==> config.mk <==
export PLATFORM = sky130hd
export DESIGN_NAME = mem_word_loader
export DESIGN_NICKNAME = d
export VERILOG_FILES = /design/src/rtl/mem_word_loader_pkg.sv /design/src/rtl/mem_word_loader_byte_lane_assembler.sv /design/src/rtl/mem_word_loader.sv
export SDC_FILE = /design/constraint.sdc
export NUM_CORES = 1
export LEC_CHECK = 0
export BUFFER_PORTS_ARGS = -buffer_cell sky130_fd_sc_hd__buf_2
export CAP_MARGIN = 0
export CORE_MARGIN = 1.5
export CORE_UTILIZATION = 55
export CTS_CLUSTER_SIZE = 10
export DETAILED_ROUTE_END_ITERATION = 10
export HOLD_SLACK_MARGIN = 0.12
export PLACE_DENSITY = 0.85
export SETUP_SLACK_MARGIN = 0.5
export SLEW_MARGIN = 20
export SYNTH_ARGS = -nofsm -noshare
export SYNTH_HDL_FRONTEND = slang
export SYNTH_HIERARCHICAL = 1
export SYNTH_SLANG_ARGS = --single-unit
==> constraint.sdc <==
create_clock -name clock -period 6.9 [get_ports clock]
set_clock_uncertainty 0.2 [all_clocks]
set_input_delay 1.38 -clock clock [delete_from_list [all_inputs] [get_ports clock]]
set_output_delay 1.38 -clock clock [all_outputs]
set_load 0.05 [all_outputs]
==> src/rtl/mem_word_loader_pkg.sv <==
// Shared types and helpers for the multi-byte memory word loader.
// Holds the sequencer state encoding, width helpers and the byte-count clamp.
package mem_word_loader_pkg;

    typedef enum logic [1:0] {
        ST_IDLE  = 2'd0,
        ST_ISSUE = 2'd1,
        ST_WAIT  = 2'd2,
        ST_DONE  = 2'd3
    } state_e;

    localparam int BITS_PER_BYTE = 8;

    // Width of the assembled word for a given number of byte lanes.
    function automatic int data_width(input int bytes);
        return BITS_PER_BYTE * bytes;
    endfunction

    // Width needed to hold a byte count in the range 0..bytes.
    function automatic int count_width(input int bytes);
        return $clog2(bytes + 1);
    endfunction

    // Requests larger than the word size are reduced to a full word.
    function automatic int clamp_bytes(input int n, input int max_bytes);
        return (n > max_bytes) ? max_bytes : n;
    endfunction

endpackage

==> src/rtl/mem_word_loader_byte_lane_assembler.sv <==
// Byte-lane register for the read path of mem_word_loader.
// Each lane is written when the byte index selects it; a clear empties the
// word, and a fill request replicates the top valid byte's sign bit into
// every lane at or above fill_n_i.
module byte_lane_assembler
    import mem_word_loader_pkg::*;
#(
    parameter  int BYTES = 4,
    localparam int CNT_W = count_width(BYTES)
) (
    input  logic                  clock,
    input  logic                  reset_n,
    input  logic                  clr_i,
    input  logic                  wr_en_i,
    input  logic [CNT_W-1:0]      lane_i,
    input  logic [7:0]            byte_i,
    input  logic                  fill_i,
    input  logic [CNT_W-1:0]      fill_n_i,
    output logic [8*BYTES-1:0]    word_o
);

    logic [BYTES-1:0][7:0] lane_q;
    logic [BYTES-1:0][7:0] lane_d;
    logic [BYTES-1:0][7:0] captured_s;
    logic                  fill_bit_s;

    // Apply the clear or the single-lane byte capture.
    always_comb begin
        captured_s = lane_q;
        if (clr_i) begin
            captured_s = '0;
        end else if (wr_en_i) begin
            for (int k = 0; k < BYTES; k++) begin
                captured_s[k] = (lane_i == CNT_W'(k)) ? byte_i : lane_q[k];
            end
        end else begin
            captured_s = lane_q;
        end
    end

    // Pick the sign bit of the highest valid byte and fill the lanes above it.
    always_comb begin
        fill_bit_s = 1'b0;
        for (int k = 0; k < BYTES; k++) begin
            fill_bit_s = (fill_n_i == CNT_W'(k + 1)) ? captured_s[k][7] : fill_bit_s;
        end
        for (int k = 0; k < BYTES; k++) begin
            lane_d[k] = (fill_i && (fill_n_i != '0) && (CNT_W'(k) >= fill_n_i))
                        ? {8{fill_bit_s}} : captured_s[k];
        end
    end

    // Lane storage.
    always_ff @(posedge clock or negedge reset_n) begin
        if (!reset_n) begin
            lane_q <= '0;
        end else begin
            lane_q <= lane_d;
        end
    end

    assign word_o = lane_q;

endmodule

==> src/rtl/mem_word_loader.sv <==
// Multi-byte memory access sequencer: issues consecutive byte accesses from a
// base address, assembling a little-endian read word or storing a write word
// byte by byte. Sole driver of the memory pins while an access is running.
// Optional build macro MEM_WORD_LOADER_SIGN_EXT_EN adds a sign_ext input that
// sign-extends read words from the last byte fetched.
module mem_word_loader
    import mem_word_loader_pkg::*;
#(
    parameter  int ADDR_W   = 16,
    parameter  int BYTES    = 4,
    parameter  int READ_LAT = 1,
    localparam int DATA_W   = data_width(BYTES),
    localparam int CNT_W    = count_width(BYTES),
    localparam int LAT_W    = $clog2(READ_LAT + 1)
) (
    input  logic              clock,
    input  logic              reset_n,
    input  logic              start,
    input  logic              rw,
    input  logic [ADDR_W-1:0] base_addr,
    input  logic [CNT_W-1:0]  nbytes,
    input  logic [DATA_W-1:0] wdata,
`ifdef MEM_WORD_LOADER_SIGN_EXT_EN
    input  logic              sign_ext,
`endif
    output logic              busy,
    output logic              done,
    output logic [DATA_W-1:0] rdata,
    output logic [ADDR_W-1:0] mem_addr,
    output logic              mem_cs,
    output logic              mem_wr,
    output logic [7:0]        mem_wdata,
    input  logic [7:0]        mem_rdata
);

    state_e              state_q;
    logic                rw_q;
    logic                sext_q;
    logic [ADDR_W-1:0]   base_q;
    logic [DATA_W-1:0]   wdata_q;
    logic [CNT_W-1:0]    n_q;
    logic [CNT_W-1:0]    idx_q;
    logic [LAT_W-1:0]    lat_q;
    logic                busy_q;
    logic                done_q;
    logic [ADDR_W-1:0]   mem_addr_q;
    logic                mem_cs_q;
    logic                mem_wr_q;
    logic [7:0]          mem_wdata_q;

    logic [CNT_W-1:0]    eff_n_s;
    logic [CNT_W-1:0]    idx_nxt_s;
    logic [ADDR_W-1:0]   addr_nxt_s;
    logic [7:0]          wbyte_nxt_s;
    logic                last_s;
    logic                capture_s;
    logic                clear_s;
    logic                fill_s;
    logic                sext_in_s;

`ifdef MEM_WORD_LOADER_SIGN_EXT_EN
    assign sext_in_s = sign_ext;
`else
    assign sext_in_s = 1'b0;
`endif

    assign eff_n_s    = CNT_W'(clamp_bytes(int'(nbytes), BYTES));
    assign idx_nxt_s  = idx_q + CNT_W'(1);
    assign addr_nxt_s = base_q + ADDR_W'(idx_nxt_s);
    assign last_s     = (idx_q == (n_q - CNT_W'(1)));
    // The read byte is valid in the final wait cycle and is latched at its end.
    assign capture_s  = (state_q == ST_WAIT) && (lat_q == LAT_W'(1));
    assign clear_s    = (state_q == ST_IDLE) && start && !rw;
    assign fill_s     = sext_q && capture_s && last_s;

    // Select the write byte for the next issue cycle.
    always_comb begin
        wbyte_nxt_s = 8'h00;
        for (int k = 0; k < BYTES; k++) begin
            wbyte_nxt_s = (idx_nxt_s == CNT_W'(k)) ? wdata_q[8*k +: 8] : wbyte_nxt_s;
        end
    end

    // Sequencer FSM; memory pins and status outputs are registered here.
    always_ff @(posedge clock or negedge reset_n) begin
        if (!reset_n) begin
            state_q     <= ST_IDLE;
            rw_q        <= 1'b0;
            sext_q      <= 1'b0;
            base_q      <= '0;
            wdata_q     <= '0;
            n_q         <= '0;
            idx_q       <= '0;
            lat_q       <= '0;
            busy_q      <= 1'b0;
            done_q      <= 1'b0;
            mem_addr_q  <= '0;
            mem_cs_q    <= 1'b0;
            mem_wr_q    <= 1'b0;
            mem_wdata_q <= 8'h00;
        end else begin
            done_q <= 1'b0;
            case (state_q)
                ST_IDLE: begin
                    if (start) begin
                        rw_q    <= rw;
                        sext_q  <= sext_in_s;
                        base_q  <= base_addr;
                        wdata_q <= wdata;
                        n_q     <= eff_n_s;
                        idx_q   <= '0;
                        if (eff_n_s == '0) begin
                            state_q <= ST_DONE;
                            done_q  <= 1'b1;
                        end else begin
                            state_q     <= ST_ISSUE;
                            busy_q      <= 1'b1;
                            mem_cs_q    <= 1'b1;
                            mem_wr_q    <= rw;
                            mem_addr_q  <= base_addr;
                            mem_wdata_q <= wdata[7:0];
                        end
                    end
                end
                ST_ISSUE: begin
                    if (rw_q) begin
                        if (last_s) begin
                            state_q  <= ST_DONE;
                            busy_q   <= 1'b0;
                            done_q   <= 1'b1;
                            mem_cs_q <= 1'b0;
                            mem_wr_q <= 1'b0;
                        end else begin
                            idx_q       <= idx_nxt_s;
                            mem_addr_q  <= addr_nxt_s;
                            mem_wdata_q <= wbyte_nxt_s;
                        end
                    end else begin
                        state_q  <= ST_WAIT;
                        mem_cs_q <= 1'b0;
                        lat_q    <= LAT_W'(READ_LAT);
                    end
                end
                ST_WAIT: begin
                    lat_q <= lat_q - LAT_W'(1);
                    if (lat_q == LAT_W'(1)) begin
                        if (last_s) begin
                            state_q <= ST_DONE;
                            busy_q  <= 1'b0;
                            done_q  <= 1'b1;
                        end else begin
                            state_q    <= ST_ISSUE;
                            idx_q      <= idx_nxt_s;
                            mem_cs_q   <= 1'b1;
                            mem_addr_q <= addr_nxt_s;
                        end
                    end
                end
                ST_DONE: begin
                    state_q <= ST_IDLE;
                end
                default: begin
                    state_q  <= ST_IDLE;
                    busy_q   <= 1'b0;
                    mem_cs_q <= 1'b0;
                    mem_wr_q <= 1'b0;
                end
            endcase
        end
    end

    byte_lane_assembler #(
        .BYTES (BYTES)
    ) u_lanes (
        .clock    (clock),
        .reset_n  (reset_n),
        .clr_i    (clear_s),
        .wr_en_i  (capture_s),
        .lane_i   (idx_q),
        .byte_i   (mem_rdata),
        .fill_i   (fill_s),
        .fill_n_i (n_q),
        .word_o   (rdata)
    );

    assign busy      = busy_q;
    assign done      = done_q;
    assign mem_addr  = mem_addr_q;
    assign mem_cs    = mem_cs_q;
    assign mem_wr    = mem_wr_q;
    assign mem_wdata = mem_wdata_q;

endmodule
==> results of run 1 <==
==> layer usage <==
metal	track usage [%]	wire [um]
met5	0	0
met4	11.47	433
met3	6.148	967
met2	43.35	7437
met1	35.28	6284
==> worst min-delay path by stage <==
stage	depth (start not counted)	slack, ns	to
after floorplan	1	0.27	wdata_q[16]
after global placement	2	0.26	mem_wdata[4]
after detailed placement	2	0.26	mem_wdata[1]
after CTS	2	0.28	mem_wdata[1]
after global routing	2	0.30	mem_wdata[5]
final	2	0.27	mem_wdata[1]
==> registers in the layout, summed over array words and instances, names as in the netlist <==
signal and cells:
mem_wdata 8, mem_addr 16, base_q 16, state_q 2, rw_q 1, u_lanes/word_o 32
done 1, n_q 3, lat_q 1, mem_cs 1, busy 1, mem_wr 1
idx_q 3, wdata_q 32
==> cells in the final DEF (no fill, tap or decap), types with 3 or more instances in the layout <==
| master | count |
|---|---|
| and3_1 | 3 |
| mux2_2 | 60 |
| buf_4 | 4 |
| xnor2_1 | 5 |
| a2bb2oi_1 | 6 |
| clkbuf_8 | 3 |
| clkinv_2 | 5 |
| o21ai_0 | 50 |
| inv_1 | 17 |
| o31ai_2 | 6 |
| bufinv_16 | 4 |
| nor2b_1 | 9 |
| nand2_1 | 67 |
| dfrtp_1 | 118 |
| nand4_1 | 4 |
| nand3_1 | 12 |
| o21ai_1 | 3 |
| buf_2 | 121 |
| and2_1 | 3 |
| mux2i_1 | 17 |
| a21oi_1 | 14 |
| a31oi_1 | 11 |
| nor2_1 | 27 |
| o22ai_1 | 10 |
| clkbuf_16 | 16 |
| a22o_1 | 3 |
| ha_1 | 14 |
| xor2_1 | 7 |
| nand3b_1 | 10 |
| nor3_1 | 4 |
| nand2b_1 | 15 |
| a22oi_1 | 8 |
==> power breakdown <==
group | leakage, uW | switching [uW] | internal [uW] | total [uW]
sequential | 0.00144 | 252 | 1040 | 1290
clock | 0.000297 | 298 | 600 | 898
combinational | 0.00179 | 1500 | 795 | 2300
==> metrics by stage <==
stage               cell area (um^2)  hold WS, ns  cells
floorplan                       6112       0.2740    569
global placement                6780       0.2588    807
detailed placement              6780       0.2642    807
CTS                             7382       0.2760    838
global route                    7382       0.3005    838
finish                          7382       0.2710    838
==> cell type report <==
cell class	instances	area (um^2)	share of cell area (%)
inverter	17	63.81	0.8644
sequential	118	2953	40.00
tap	140	175.2	2.373
clock inverter	10	152.6	2.068
timing repair buffer	125	635.6	8.610
clock buffer	21	449.2	6.085
multi-input combinational	407	2953	40.00
==> critical path, cell delays in order (launching register included) <==
cell and delay, ns:
dfrtp_1 0.43, inv_1 0.12, ha_1 0.82, inv_1 0.48, o211ai_4 0.83, mux2i_1 0.30
o31ai_2 0.09
==> Yosys cell counts, types with 5 or more instances <==
master	count	share of area [%]
mux2_2	60	11
nor2b_1	9	0.92
o21ai_0	50	4.1
a2bb2oi_1	6	0.86
nand3_1	12	0.98
o22ai_1	10	1.0
o31ai_2	6	1.2
a31oi_1	11	1.1
a21oi_1	14	1.1
ha_1	14	2.9
clkbuf_1	11	0.68
mux2i_1	17	2.8
nor2_1	27	1.7
dfrtp_1	118	48
buf_2	8	0.66
nand2b_1	15	1.5
xor2_1	7	1.0
inv_1	17	1.0
a22oi_1	8	0.98
nand2_1	68	4.2
xnor2_1	5	0.72
nand3b_1	10	1.2
==> kinds of logic after synthesis <==
family,count (synthesis)
simple gates,168
compound gates,131
flops,118
mux,78
buf+inv,44
fa+ha+maj,15
xor+xnor,13
other cells,1
==> out/results.tsv, run 1 <==
metric	value	unit
crit path max fanout	32	
total gr overflow	0	
Port Buf Inserts	122	
Reg2Reg Capture Point	mem_addr[15]	
final slew viol count	12	
die height	108.4	um
Worst Setup EP	mem_addr[15]	
final core utilization	68.10	%
critical path class	flop to flop	
Clock Tree Root	clkbuf_8	
leakage power	0.003523	uW
Unique masters post-synth	64	
Iteration-0 DRC Markers	373	
CTS resizes	0	
Pwr Total	4487	uW
DP HPWL	10.22	mm
number of fill cells in the layout	781	
CTS Sinks	118	
Placer Congestion	0.8921	
syn_area_per_cell	10.75	um^2
Synth Instances	568	
post-layout min period	3.440	ns
Slew HR	-22.37	%
number of global-route vias before repair	4806	
Ys Warns	6	
htree depth	4	
failing checks	max-slew violations	
cell area after synthesis	6108	um^2
RSZ-0062 raised after global routing	false	
Post-synth EDFFs	0	
Reg2Reg Depth	6	
largest net degree at the start of global routing	68	
first-pass GRT wire length	24.27	mm
layout cells sized above 1	33.67	%
initial core utilization	56.35	%
Power Density	607.8	nW/um^2
Synth Area in Compound Gates	14.67	%
status	finished with violations	
TritonCTS Buffers	17	
TritonRoute pass-1 iters	7	
CP arrival	3.61	ns
Fmax	290.7	MHz
post-synthesis xor/xnor area fraction	2.089	%
top_reg_cell synth	dfrtp_1	
via count	4945	
final WL	15.12	mm
diode count	0	
Max-Cap Viols	0	
post-synthesis mux area share	14.22	%
setup bufs post-CTS	0	
initial antenna violation count	0	
min-delay src	mem_wdata[1]	
Post-Synth Adder-Cell Area	3.195	%
Worst Max-Slew Pin Slew	1.811	ns
TritonCTS clock tree	done	
I/O pin count	123	
sequential cell area fraction in the yosys report	48.34	%
CP startpoint kind	flop	
Vias/cell	5.901	
combinational family with the most area after synthesis	compound AO/OA/AOI/OAI gates	
DIE AREA	11750	um^2
final cycle utilization of the critical path	49.85	%
CP Capture Type	flop	
DRC	0	
P&R area growth vs syn	20.85	%
fin nets	764	
Post-CTS Hold Buffers	0	
reg-to-reg slack, setup	3.46	ns
Req. time, crit path	7.07	ns
Antenna Nets Post-Route	0	
Clock transition at path regs	0.05	ns
core area	10840	um^2
VDD IR max	271.5	uV
Synth Area in Simple Gates	14.01	%
Core Rows	38	
Post-synth ARST share	100.0	%
Setup Viol. Count Final	0	
gr usage total	27.00	%
RR Startpoint	state_q[0]	
setup TNS	0	ns
launch point of the critical path	state_q[0]	
die width	108.4	um
dpl ws	3.535	ns
final-report hold violation count	0	
Clock Latency Late Sink	0.51	ns
FF+latch count, synth	118	
fin worst setup slack	3.460	ns
worst hold path type	flop to flop	
CTS Buffer Depth	2	
DR WL/cell	18.05	um
Note: power is estimated with default switching activity, not from simulation.
==> run 2: changes to the inputs <==
==> constraint.sdc (replaced) <==
create_clock -name clock -period 3.3 [get_ports clock]
set_clock_uncertainty 0.2 [all_clocks]
set_input_delay 0.66 -clock clock [delete_from_list [all_inputs] [get_ports clock]]
set_output_delay 0.66 -clock clock [all_outputs]
set_load 0.05 [all_outputs]
==> out/results.tsv, run 2 (synthesis gave the netlist of run 1 again) <==
metric	value	unit	change
number of fill cells in the layout	796		+1.9%
cell family with the largest share of critical-path delay	adder cells		
layout cells sized above 1	35.68	%	+2.0 points
DRC	0		unchanged
first-pass GRT wire length	24.28	mm	about the same
register area	2955	um^2	about the same
Placer Congestion	0.8681		-2.7%
Sw Ratio	46.36	%	+0.62 points
Clock Tree Root	clkbuf_8		
Clock Latency Late Sink	0.51	ns	about the same
Worst Setup EP	mem_addr[12]		
CTS Sinks	118		unchanged
Iteration-0 DRC Markers	341		-8.6%
dpl ws	0.3813	ns	-3.153 ns
Crit path buffers/inverters	2		unchanged
Antenna Nets Post-Route	0		unchanged
sw power	4361	uW	+110%
crit-path max cell delay	0.48	ns	-0.35 ns
Setup Viol. Count Final	0		unchanged
final cycle utilization of the critical path	80.41	%	+31 points
initial core utilization	56.35	%	unchanged
launch point of the critical path	idx_q[0]		
VDD IR max	831.1	uV	+210%
critical path class	flop to flop		
min-delay src	wdata[17]		
CP arrival	2.84	ns	-0.77 ns
Clock transition at path regs	0.06	ns	about the same
largest net degree at the start of global routing	51		-25%
CP Capture Type	flop		
fin nets	775		+1.4%
RSZ-0062 raised after global routing	true		
Power Density	1258	nW/um^2	+110%
number of global-route vias before repair	4909		+2.1%
diode count	0		unchanged
Reg2Reg Capture Point	mem_addr[12]		
Clock power frac	18.4	%	-1.6 points
I/O pin count	123		unchanged
TritonCTS clock tree	done		
Seq pwr share	28.8	%	about the same
worst hold path type	primary input to flop		
core area	10840	um^2	unchanged
initial antenna violation count	0		unchanged
Worst Max-Slew Pin Slew	2.039	ns	+0.2279 ns
reg-to-reg slack, setup	0.65	ns	-2.81 ns
worst hold margin	0.1762	ns	-0.09487 ns
gr usage total	27.06	%	+0.058 points
CP startpoint kind	flop		
Core Rows	38		unchanged
CP max stage cell	dfrtp_2		
via count	4944		-0.020%
number of cells on the critical path	9		+3
die width	108.4	um	unchanged
DR top layer	met4		
setup TNS	0	ns	unchanged
CP Cell Sequence	inv_1 -> ha_1 -> inv_1 -> fa_1 -> nor2b_4 -> o2111ai_1 -> xnor2_1 -> mux2i_1 -> o21ai_0		
met3 WL	836	um	-14%
post-layout min period	2.653	ns	-0.7864 ns
DP HPWL	10.81	mm	+5.7%
TritonCTS Buffers	17		unchanged
die height	108.4	um	unchanged
Port Buf Inserts	122		unchanged
met2 wire length	7.444	mm	about the same
DR WL/cell	17.95	um	-0.55%
fin worst setup slack	0.6465	ns	-2.814 ns
multi-input logic area	2997	um^2	+1.5%
Metal-1 WL	6.515	mm	+3.7%
Fmax	376.9	MHz	+30%
DIE AREA	11750	um^2	unchanged
Req. time, crit path	3.48	ns	-3.59 ns
CTS Buffer Depth	2		unchanged
Max-Cap Viols	0		unchanged
final slew viol count	12		unchanged
commonest non-fill, non-tap cell in the layout	buf_2		
TritonRoute pass-1 iters	5		-2
RR Startpoint	idx_q[0]		
most frequent cells in the layout	buf_2 (121), dfrtp_1 (116), nand2_1 (67)		
final WL	15.24	mm	+0.76%
htree depth	4		unchanged
P&R area growth vs syn	22.43	%	
status	finished with violations		
final-report hold violation count	0		unchanged
CP dominant cell by count	inv_1		
Slew HR	-37.78	%	-15 points
Vias/cell	5.823		-1.3%
Pint	5047	uW	+110%
logic gate share of total power	52.8	%	+1.6 points
crit path max fanout	11		-66%
leakage power	0.003562	uW	+1.1%
failing checks	max-slew violations		
total gr overflow	0		unchanged
Reg2Reg Depth	9		+3
run 2: timing repair:
action | CTS | global route
hold buffers | 1 | 0
buffers inserted | 0 | 1
gates resized for setup | 2 | 8
hold endpoints to repair | 47 | 0
pin swaps | 0 | 1
endpoints found under the setup margin | 10 | 21
run 2: metrics by stage:
stage          cell area [um^2]  std cells  total power [uW]  utilization (%)
3_5_place_dp               6860        816              7520            63.28
6_report                   7478        849              9408            68.99
4_1_cts                    7431        848              9312            68.55
5_1_grt                    7478        849              9958            68.99
3_3_place_gp               6860        816              7308            63.28
2_1_floorplan              6112        569              6394                -
run 2: worst min path at each step:
stage / cells past startpoint / slack [ns] / to
after floorplan: 0 / 0.16 / base_q[0]
after global placement: 2 / 0.26 / mem_addr[3]
after detailed placement: 2 / 0.27 / mem_addr[12]
after CTS: 2 / 0.16 / wdata_q[11]
after global routing: 2 / 0.16 / wdata_q[30]
final: 2 / 0.18 / wdata_q[17]
run 2: power groups by stage:
stage	registers, uW	clock network (uW)	logic [uW]
after floorplan	3740	0	2650
after CTS	2690	1740	4880
final	2710	1730	4970
after detailed placement	2700	0	4820
after global routing	2780	1820	5360
after global placement	2650	0	4650
run 2: layer usage:
metal  track usage [%]  up-vias
li1                  -     2291
met1             35.53     2439
met2             42.41      182
met3             6.691       32
met4             12.31        0
met5                 0        -
run 2: final cells by class:
class,instances,area share [%]
multi-input combinational,407,40.07
sequential,118,39.52
timing repair buffer,136,9.804
clock buffer,21,6.006
tap,140,2.342
clock inverter,10,1.405
inverter,17,0.8533
run 2: worst register-to-register path: stages (launching register included):
cell	delay (ns)
dfrtp_2	0.48
inv_1	0.12
ha_1	0.36
inv_1	0.08
fa_1	0.45
nor2b_4	0.23
o2111ai_1	0.15
xnor2_1	0.17
mux2i_1	0.18
o21ai_0	0.09
